[config.mk]
export PLATFORM = sky130hd
export DESIGN_NAME = id_ex_stage
export DESIGN_NICKNAME = d
export VERILOG_FILES = /design/src/rtl/mips_pkg.sv /design/src/rtl/alu_control.sv /design/src/rtl/id_ex_stage.sv
export SDC_FILE = /design/constraint.sdc
export NUM_CORES = 1
export LEC_CHECK = 0
export ABC_AREA = 1
export CAP_MARGIN = 5
export CORE_MARGIN = 2
export CORE_UTILIZATION = 40
export CTS_BUF_LIST = sky130_fd_sc_hd__clkbuf_4
export DETAILED_ROUTE_END_ITERATION = 12
export DONT_BUFFER_PORTS = 1
export PLACE_DENSITY_LB_ADDON = 0.05
export SLEW_MARGIN = 25
export SYNTH_ARGS = -nofsm -noshare
export SYNTH_HDL_FRONTEND = slang
export SYNTH_SLANG_ARGS = --single-unit
[constraint.sdc]
create_clock -name clk -period 4.11 [get_ports clk]
set_clock_uncertainty 0.15 [all_clocks]
set_input_delay 1.0275 -clock clk [delete_from_list [all_inputs] [get_ports clk]]
set_output_delay 1.0275 -clock clk [all_outputs]
set_load 0.005 [all_outputs]
[src/rtl/mips_pkg.sv]
// Shared definitions for the MIPS ID/EX stage: ALU op codes, ALUOp and
// funct encodings, forwarding selects and the stage register layout.
package mips_pkg;

    // ALU operation codes seen by the 32-bit ALU
    localparam logic [3:0] ALU_AND = 4'b0000;
    localparam logic [3:0] ALU_OR  = 4'b0001;
    localparam logic [3:0] ALU_ADD = 4'b0010;
    localparam logic [3:0] ALU_SUB = 4'b0110;
    localparam logic [3:0] ALU_SLT = 4'b0111;
    localparam logic [3:0] ALU_NOR = 4'b1100;
    localparam logic [3:0] ALU_NOP = 4'b1111;

    // R-type funct fields
    localparam logic [5:0] FUNCT_ADD = 6'b100000;
    localparam logic [5:0] FUNCT_SUB = 6'b100010;
    localparam logic [5:0] FUNCT_AND = 6'b100100;
    localparam logic [5:0] FUNCT_OR  = 6'b100101;
    localparam logic [5:0] FUNCT_SLT = 6'b101010;
    localparam logic [5:0] FUNCT_NOR = 6'b100111;

    // Main-decoder ALUOp encoding
    typedef enum logic [1:0] {
        ALUOP_ADD   = 2'b00,
        ALUOP_SUB   = 2'b01,
        ALUOP_RTYPE = 2'b10,
        ALUOP_OR    = 2'b11
    } aluop_e;

    // Operand source selection
    typedef enum logic [1:0] {
        FWD_REG   = 2'b00,
        FWD_EXMEM = 2'b01,
        FWD_MEMWB = 2'b10
    } fwd_sel_e;

    // Everything captured from decode
    typedef struct packed {
        logic        valid;
        logic [31:0] rs_data;
        logic [31:0] rt_data;
        logic [31:0] imm;
        logic [4:0]  rs;
        logic [4:0]  rt;
        logic [4:0]  wr_reg;
        aluop_e      aluop;
        logic [5:0]  funct;
        logic        alusrc;
        logic        regwrite;
        logic        memread;
        logic        memwrite;
        logic        memtoreg;
    } idex_regs_t;

    // A writer targets a source index; register 0 never counts as a match
    function automatic logic dest_hit(input logic en, input logic [4:0] dst,
                                      input logic [4:0] src);
        return en & (src != 5'd0) & (dst == src);
    endfunction

    // EX/MEM is the younger result, so it wins when both stages match
    function automatic fwd_sel_e fwd_select(input logic exmem_we, input logic [4:0] exmem_dst,
                                            input logic memwb_we, input logic [4:0] memwb_dst,
                                            input logic [4:0] src);
        if (dest_hit(exmem_we, exmem_dst, src)) begin
            return FWD_EXMEM;
        end else if (dest_hit(memwb_we, memwb_dst, src)) begin
            return FWD_MEMWB;
        end else begin
            return FWD_REG;
        end
    endfunction

endpackage

[src/rtl/alu_control.sv]
// ALU control: turns the registered ALUOp / funct pair into the 4-bit ALU op code.
// Unknown R-type funct values map to ALU_NOP so the ALU produces zero.
module alu_control
    import mips_pkg::*;
(
    input  aluop_e      alu_op_i,
    input  logic [5:0]  funct_i,
    output logic [3:0]  op_code_o
);

    // Decode ALUOp, falling through to funct for R-type instructions
    always_comb begin
        op_code_o = ALU_NOP;
        case (alu_op_i)
            ALUOP_ADD: op_code_o = ALU_ADD;
            ALUOP_SUB: op_code_o = ALU_SUB;
            ALUOP_OR:  op_code_o = ALU_OR;
            ALUOP_RTYPE: begin
                case (funct_i)
                    FUNCT_ADD: op_code_o = ALU_ADD;
                    FUNCT_SUB: op_code_o = ALU_SUB;
                    FUNCT_AND: op_code_o = ALU_AND;
                    FUNCT_OR:  op_code_o = ALU_OR;
                    FUNCT_SLT: op_code_o = ALU_SLT;
                    FUNCT_NOR: op_code_o = ALU_NOR;
                    default:   op_code_o = ALU_NOP;
                endcase
            end
            default: op_code_o = ALU_NOP;
        endcase
    end

endmodule

[src/rtl/id_ex_stage.sv]
// ID/EX pipeline stage feeding the ALU: registers decode results, drives the
// ALU operands through EX/MEM and MEM/WB forwarding, and flags hazards.
// Build option ID_EX_FWD_EN: when defined, operands are forwarded and only
// load-use hazards stall; otherwise operands come straight from the stage
// registers and any in-flight write to a decode source requests a stall.
module id_ex_stage
    import mips_pkg::*;
(
    input  logic        clk,
    input  logic        rst,
    input  logic        in_valid,
    input  logic        stall,
    input  logic        flush,
    input  logic [31:0] rs_data,
    input  logic [31:0] rt_data,
    input  logic [31:0] imm,
    input  logic [4:0]  rs,
    input  logic [4:0]  rt,
    input  logic [4:0]  rd,
    input  logic [1:0]  aluOp,
    input  logic [5:0]  funct,
    input  logic        aluSrc,
    input  logic        regDst,
    input  logic        regWrite,
    input  logic        memRead,
    input  logic        memWrite,
    input  logic        memToReg,
    input  logic        exmem_regWrite,
    input  logic        memwb_regWrite,
    input  logic [4:0]  exmem_rd,
    input  logic [4:0]  memwb_rd,
    input  logic [31:0] exmem_result,
    input  logic [31:0] memwb_result,
    output logic [31:0] A,
    output logic [31:0] B,
    output logic [3:0]  opCode,
    output logic [31:0] store_data,
    output logic [4:0]  wr_reg,
    output logic        out_valid,
    output logic        regWrite_q,
    output logic        memRead_q,
    output logic        memWrite_q,
    output logic        memToReg_q,
    output logic        hazard_stall
);

    idex_regs_t  stage_d;
    idex_regs_t  stage_q;
    logic [31:0] rs_fwd_s;
    logic [31:0] rt_fwd_s;
    logic        load_use_s;

    // Next stage contents: flush beats stall, stall holds, otherwise capture
    always_comb begin
        stage_d = stage_q;
        if (flush) begin
            stage_d = '0;
        end else if (!stall) begin
            stage_d.valid    = in_valid;
            stage_d.rs_data  = rs_data;
            stage_d.rt_data  = rt_data;
            stage_d.imm      = imm;
            stage_d.rs       = rs;
            stage_d.rt       = rt;
            stage_d.wr_reg   = regDst ? rd : rt;
            stage_d.aluop    = aluop_e'(aluOp);
            stage_d.funct    = funct;
            stage_d.alusrc   = aluSrc;
            stage_d.regwrite = in_valid & regWrite;
            stage_d.memread  = in_valid & memRead;
            stage_d.memwrite = in_valid & memWrite;
            stage_d.memtoreg = in_valid & memToReg;
        end else begin
            stage_d = stage_q;
        end
    end

    // Stage register with asynchronous clear to a bubble
    always_ff @(posedge clk or posedge rst) begin
        if (rst) begin
            stage_q <= '0;
        end else begin
            stage_q <= stage_d;
        end
    end

    alu_control u_alu_control (
        .alu_op_i  (stage_q.aluop),
        .funct_i   (stage_q.funct),
        .op_code_o (opCode)
    );

    assign load_use_s = stage_q.valid & stage_q.memread & (stage_q.wr_reg != 5'd0) &
                        ((stage_q.wr_reg == rs) | (stage_q.wr_reg == rt));

`ifdef ID_EX_FWD_EN
    fwd_sel_e rs_sel_s;
    fwd_sel_e rt_sel_s;

    assign rs_sel_s = fwd_select(exmem_regWrite, exmem_rd, memwb_regWrite, memwb_rd, stage_q.rs);
    assign rt_sel_s = fwd_select(exmem_regWrite, exmem_rd, memwb_regWrite, memwb_rd, stage_q.rt);

    // Forwarding muxes for both source operands
    always_comb begin
        rs_fwd_s = stage_q.rs_data;
        rt_fwd_s = stage_q.rt_data;
        case (rs_sel_s)
            FWD_EXMEM: rs_fwd_s = exmem_result;
            FWD_MEMWB: rs_fwd_s = memwb_result;
            default:   rs_fwd_s = stage_q.rs_data;
        endcase
        case (rt_sel_s)
            FWD_EXMEM: rt_fwd_s = exmem_result;
            FWD_MEMWB: rt_fwd_s = memwb_result;
            default:   rt_fwd_s = stage_q.rt_data;
        endcase
    end

    assign hazard_stall = load_use_s;
`else
    logic raw_s;
    logic unused_fwd_s;

    assign rs_fwd_s = stage_q.rs_data;
    assign rt_fwd_s = stage_q.rt_data;

    // Without forwarding, any pending write to a decode source must drain first
    always_comb begin
        raw_s = dest_hit(stage_q.regwrite, stage_q.wr_reg, rs) |
                dest_hit(stage_q.regwrite, stage_q.wr_reg, rt) |
                dest_hit(exmem_regWrite, exmem_rd, rs) |
                dest_hit(exmem_regWrite, exmem_rd, rt) |
                dest_hit(memwb_regWrite, memwb_rd, rs) |
                dest_hit(memwb_regWrite, memwb_rd, rt);
    end

    assign hazard_stall = load_use_s | raw_s;
    assign unused_fwd_s = ^{exmem_result, memwb_result, stage_q.rs, stage_q.rt};
`endif

    assign A          = rs_fwd_s;
    assign B          = stage_q.alusrc ? stage_q.imm : rt_fwd_s;
    assign store_data = rt_fwd_s;
    assign wr_reg     = stage_q.wr_reg;
    assign out_valid  = stage_q.valid;
    assign regWrite_q = stage_q.regwrite;
    assign memRead_q  = stage_q.memread;
    assign memWrite_q = stage_q.memwrite;
    assign memToReg_q = stage_q.memtoreg;

endmodule

==> results.cfg, run 1 <==
[run_status]
status = complete, no violations

[routing]
ant_nets = 0
post_drt_wl_per_cell_um = 16.8
vias = 4634
via_per_inst = 5.03
dr.first_iter.drc_count = 315
totalWireLength_um = 15500
drc_errors = 0
firstDrtPassIters = 5

[synth]
synth_cells = 803
ys_seq_area_share_pct = 47.4
ys_seq_elements = 115
syn-cell-area_um2 = 6070
synthTopCellsByArea = dfrtp_1, nand2_1, buf_4
ys_warn_count = 0
synth_area_leader_cell = dfrtp_1
synth_top_area_share_pct = 47.4
synth_nets = 1009
yosys.cell_types.count = 22
synthesis.area_per_instance_um2 = 7.56

[min_path]
hold_end = stage_q[50]$_DFFE_PP0P_
min_from = stage_q[50]$_DFFE_PP0P_
hold_class = reg2reg
min_path_cells = 2

[power_and_ir_drop]
powerDensity_nw_per_um2 = 383
p_seq_share_pct = 55.3
p_leak_nw = 3.03
swShare_pct = 28.0
pwr-share-comb_pct = 9.5
p_int_mw = 1.63
ir_drop_uv = 193
pwr-share-clk_pct = 35.2
p_switching_uw = 635

[cells_and_area]
instances_no_fill = 922
area_growth_pct = -2.54
layout_common_cells = nand2_1, dfrtp_1, nand3_1, o21ai_0, inv_1
mostFrequentLayoutCell = nand2_1
regMostFlops = stage_q
fin_nets = 925
final_layout_size_suffix_gt1_share_pct = 5.33
largest_register_ffs = 41

[clocking]
clock-sinks = 115
cts_resized = 0
post_cts_buffers = 0
worstSkewPairLatency_ps = 510
cts_max_level = 4
holdBufCountCts = 0
root_buffer = clkbuf_4
clk_path_buf_depth = 2
clkTransAtPathRegs_ps = 100
cts_tree = yes
cts_buffers = 17

[global_route]
grt_max_degree = 116
grt_pass1_vias = 4565
gr-total-overflow = 0
gr-usage-all-layers_pct = 19.2
grt_antenna_before_repair = 3
grt_pass1_wl_um = 24200

[setup_path]
r2r_cells = 2
endpoint_kind = output pin
worstPathArrival_ps = 1790
cp.required_ps = 2930
crit_type = in2out
reg2reg_slack_ps = 2820
cp_max_fo = 5
cp-start-kind = input port
r2r_end = stage_q[4]$_DFFE_PP0P_
startpoint = rt[0]
r2r-start = stage_q[4]$_DFFE_PP0P_

[timing]
finalHoldViolations = 0
tightest_slew_ps = 825
finalSetupViolations = 0
period_needed_ps = 2960
max_freq_mhz = 337
rsz0062_at_grt = no
finalSetupTns_ps = 0
fin_crit_sh_pct = 72.1
slew_headroom_pct = 44.8
final-max-slew-violation-count = 0

[floorplanning]
die_h_um = 127
rows = 45
initial_core_util_pct = 40.4
die-area_um2 = 16200
io_pins = 317
die_w_um = 127
core_area_um2 = 15000

[flow_run]
max_cap_viol_count = 0

[placement]
portBuffers = 0
dp_cells = 888
dp_hpwl_um = 10700
gp_congestion = 0.874
[metal layers]
metal  track usage [%]  up-vias  part of all wire, %
met5                 0        -                0.077
met4              7.18        2                  1.3
met3              7.58       15                  9.3
met2              30.4      183                   46
met1              23.8     2149                   43
li1                  -     2285                    -
[power groups by stage]
| stage | Sequential, mW | Clock (mW) | Combinational, mW |
|---|---|---|---|
| finish | 1.25 | 0.798 | 0.215 |
| global route | 1.26 | 0.893 | 0.253 |
| CTS | 1.25 | 0.837 | 0.221 |
| detailed placement | 1.28 | 0 | 0.220 |
| global placement | 1.27 | 0 | 0.215 |
| floorplan | 1.24 | 0 | 0.252 |
[worst max-delay path, cell delays in order]
cell and delay [ps]:
inv_1 140, nand3_1 110, nor2_1 140, nor2_1 70, nand2_1 60, nand2_1 40
nor2_1 90, nand3_1 110
[logic make-up after synthesis]
kind of cell | count (synthesis) | synth area share [%]
buffers and inverters | 180 | 16.3
xor gates and xnor gates | 8 | 1.15
AOI/OAI and AO/OA | 93 | 7.83
and+or+nand+nor | 407 | 27.3
DFF | 115 | 47.4
[cell type report]
class,count,area (um^2)
clock inverters,12,115
inverters,72,274
well taps,188,235
repair buffers,5,50.0
diodes,2,5.00
flip-flops and latches,115,2880
fillers,1608,9120
multi-input cells,508,2200
clock buffers,20,150
[worst max-delay path by stage]
stage | to | slack (ps) | depth (start not counted)
floorplan | hazard_stall | 1300 | 8
global placement | hazard_stall | 1140 | 8
detailed placement | hazard_stall | 1140 | 8
CTS | B[27] | 850 | 1
global route | hazard_stall | 1030 | 8
finish | hazard_stall | 1150 | 8
[stage by stage]
stage	hold slack (ps)	utilization [%]	instance area, um^2	total power, mW	worst slack (ps)
final	362	39.4	5920	2.27	1150
after detailed placement	342	37.5	5640	1.50	1140
after CTS	368	39.3	5910	2.31	850
after global placement	339	37.5	5640	1.49	1140
after global routing	338	39.3	5910	2.41	1030
after floorplan	325	-	6070	1.50	1300
[cell usage after synthesis]
library cell / n
o21ai_0: 72
inv_1: 71
clkbuf_1: 18
o21ai_1: 4
o2111ai_1: 1
and2_1: 1
nor2_1: 27
nor2_4: 1
buf_1: 1
buf_4: 80
nand3_1: 90
o22ai_1: 5
nand2_1: 284
xor2_1: 1
nand4_1: 2
nor3_1: 1
xnor2_1: 7
dfrtp_1: 115
nand2_2: 1
buf_2: 9
inv_2: 1
a21oi_1: 11
No activity file was read; power rests on OpenSTA's default activity.
==> run 2, diff against run 1 <==
==> constraint.sdc (replaced) <==
create_clock -name clk -period 2.5 [get_ports clk]
set_clock_uncertainty 0.15 [all_clocks]
set_input_delay 0.625 -clock clk [delete_from_list [all_inputs] [get_ports clk]]
set_output_delay 0.625 -clock clk [all_outputs]
set_load 0.005 [all_outputs]
==> run 2 against run 1 <==
Compared with the run above:
- sequential power increased by 64%
- critical endpoint unchanged
- total power increased by 63%
- sequential cell count unchanged
- die area unchanged
- worst setup slack got worse by 1000 ps
- via count increased by 3.3%
- combinational power increased by 96%
- non-clock buffer count increased by 33
- register-to-register slack got worse by 1500 ps
- core utilization increased by 2.4 points
- global-route usage increased by 0.36 points
==> results.cfg, run 2 (synthesis results as in run 1) <==
[setup_path]
reg2reg_slack_ps = 1300
r2r_end = stage_q[4]$_DFFE_PP0P_
endpoint_kind = output pin
cp.required_ps = 1730
cp-start-kind = register
crit_end = hazard_stall
r2r-start = stage_q[4]$_DFFE_PP0P_
r2r_cells = 3
worstPathArrival_ps = 1630
startpoint = wr_reg[0]$_DFFE_PP0P_
cp_max_fo = 4
crit_type = reg2out

[timing]
max_freq_mhz = 416
period_needed_ps = 2400
finalSetupTns_ps = 0
holdWs_ps = 66.5
tightest_slew_ps = 768
finalSetupViolations = 0
rsz0062_at_grt = yes
final-max-slew-violation-count = 0
fin_crit_sh_pct = 96.1
slew_headroom_pct = 48.8
setup_ws_ps = 97.3
finalHoldViolations = 0

[global_route]
grt_pass1_wl_um = 24800
gr-usage-all-layers_pct = 19.6
gr-total-overflow = 0
grt_max_degree = 74
grt_pass1_vias = 4659
grt_antenna_before_repair = 2

[placement]
dp_cells = 895
gp_congestion = 0.906
dp_hpwl_um = 11200
place_area_um2 = 5720
place_ws_ps = 340
portBuffers = 0

[floorplanning]
die-area_um2 = 16200
initial_core_util_pct = 40.4
io_pins = 317
rows = 45
core_area_um2 = 15000
die_h_um = 127
die_w_um = 127

[clocking]
clkTransAtPathRegs_ps = 110
cts_buffers = 17
cts_tree = yes
clk_path_buf_depth = 2
clock-sinks = 115
worstSkewPairLatency_ps = 500
root_buffer = clkbuf_4
cts_max_level = 4

[routing]
drc_errors = 0
dr.first_iter.drc_count = 381
ant_nets = 0
via_per_inst = 5.01
vias = 4786
firstDrtPassIters = 6
totalWireLength_um = 15800
post_drt_wl_per_cell_um = 16.6

[cells_and_area]
fin_nets = 958
final_area_um2 = 6270
layout_common_cells = nand2_1, dfrtp_1, nand3_1, o21ai_0, inv_1
area_growth_pct = 3.36
mostFrequentLayoutCell = nand2_1
regMostFlops = stage_q
final_layout_size_suffix_gt1_share_pct = 8.50
instances_no_fill = 955
largest_register_ffs = 41
fin_util_pct = 41.7

[power_and_ir_drop]
p_total_mw = 3.69
p_leak_nw = 3.18
ir_drop_uv = 345
powerDensity_nw_per_um2 = 588

[flow_run]
max_cap_viol_count = 0

[min_path]
min_path_cells = 2
hold_class = in2reg

[run_status]
status = complete, no violations
## run 2: layout make-up
cell class / instances / area, um^2
multi-input combinational: 508 / 2240
tap: 188 / 235
clock buffer: 21 / 158
timing repair buffer: 38 / 384
antenna: 2 / 5.00
clock inverter: 11 / 88.8
inverter: 72 / 274
fill: 1578 / 8760
sequential: 115 / 2890
## run 2: critical path, cell delays in order (launching register included)
cell and delay (ps):
dfrtp_1 460, inv_2 80, nand2_1 60, nand2_1 50, nor2_1 120, nand3_1 120, nor2_1 100, nor2_1 40
nand3_1 100
## run 2: worst min path at each step
stage,slack [ps],startpoint,end
4_1_cts,3,imm[5],stage_q[33]$_DFFE_PP0P_
5_1_grt,-0.08,imm[4],stage_q[32]$_DFFE_PP0P_
3_5_place_dp,320,rst,stage_q[30]$_DFFE_PP0P_
6_report,70,imm[23],stage_q[51]$_DFFE_PP0P_
3_3_place_gp,320,rst,stage_q[30]$_DFFE_PP0P_
2_1_floorplan,330,stage_q[28]$_DFFE_PP0P_,stage_q[28]$_DFFE_PP0P_
## run 2: per-layer routing
layer	vias up	share of wire, %	track usage, %
li1	2354	-	-
met1	2210	44	26.2
met2	202	46	29.3
met3	20	8.4	7.62
met4	0	1.6	6.14
met5	-	0	0
## run 2: where the power goes
| part | internal, mW | switching [mW] | total (mW) |
|---|---|---|---|
| Combinational | 0.152 | 0.270 | 0.422 |
| Clock | 0.524 | 0.687 | 1.21 |
| Sequential | 1.96 | 0.0907 | 2.05 |
## run 2: timing repair
| action | in CTS | in global routing |
|---|---|---|
| pin swaps | 0 | 3 |
| gates resized for setup | 4 | 17 |
| endpoints found under the hold margin | 8 | 22 |
| hold buffers | 1 | 22 |
| buffers inserted | 1 | 2 |
| setup endpoints to repair | 11 | 7 |
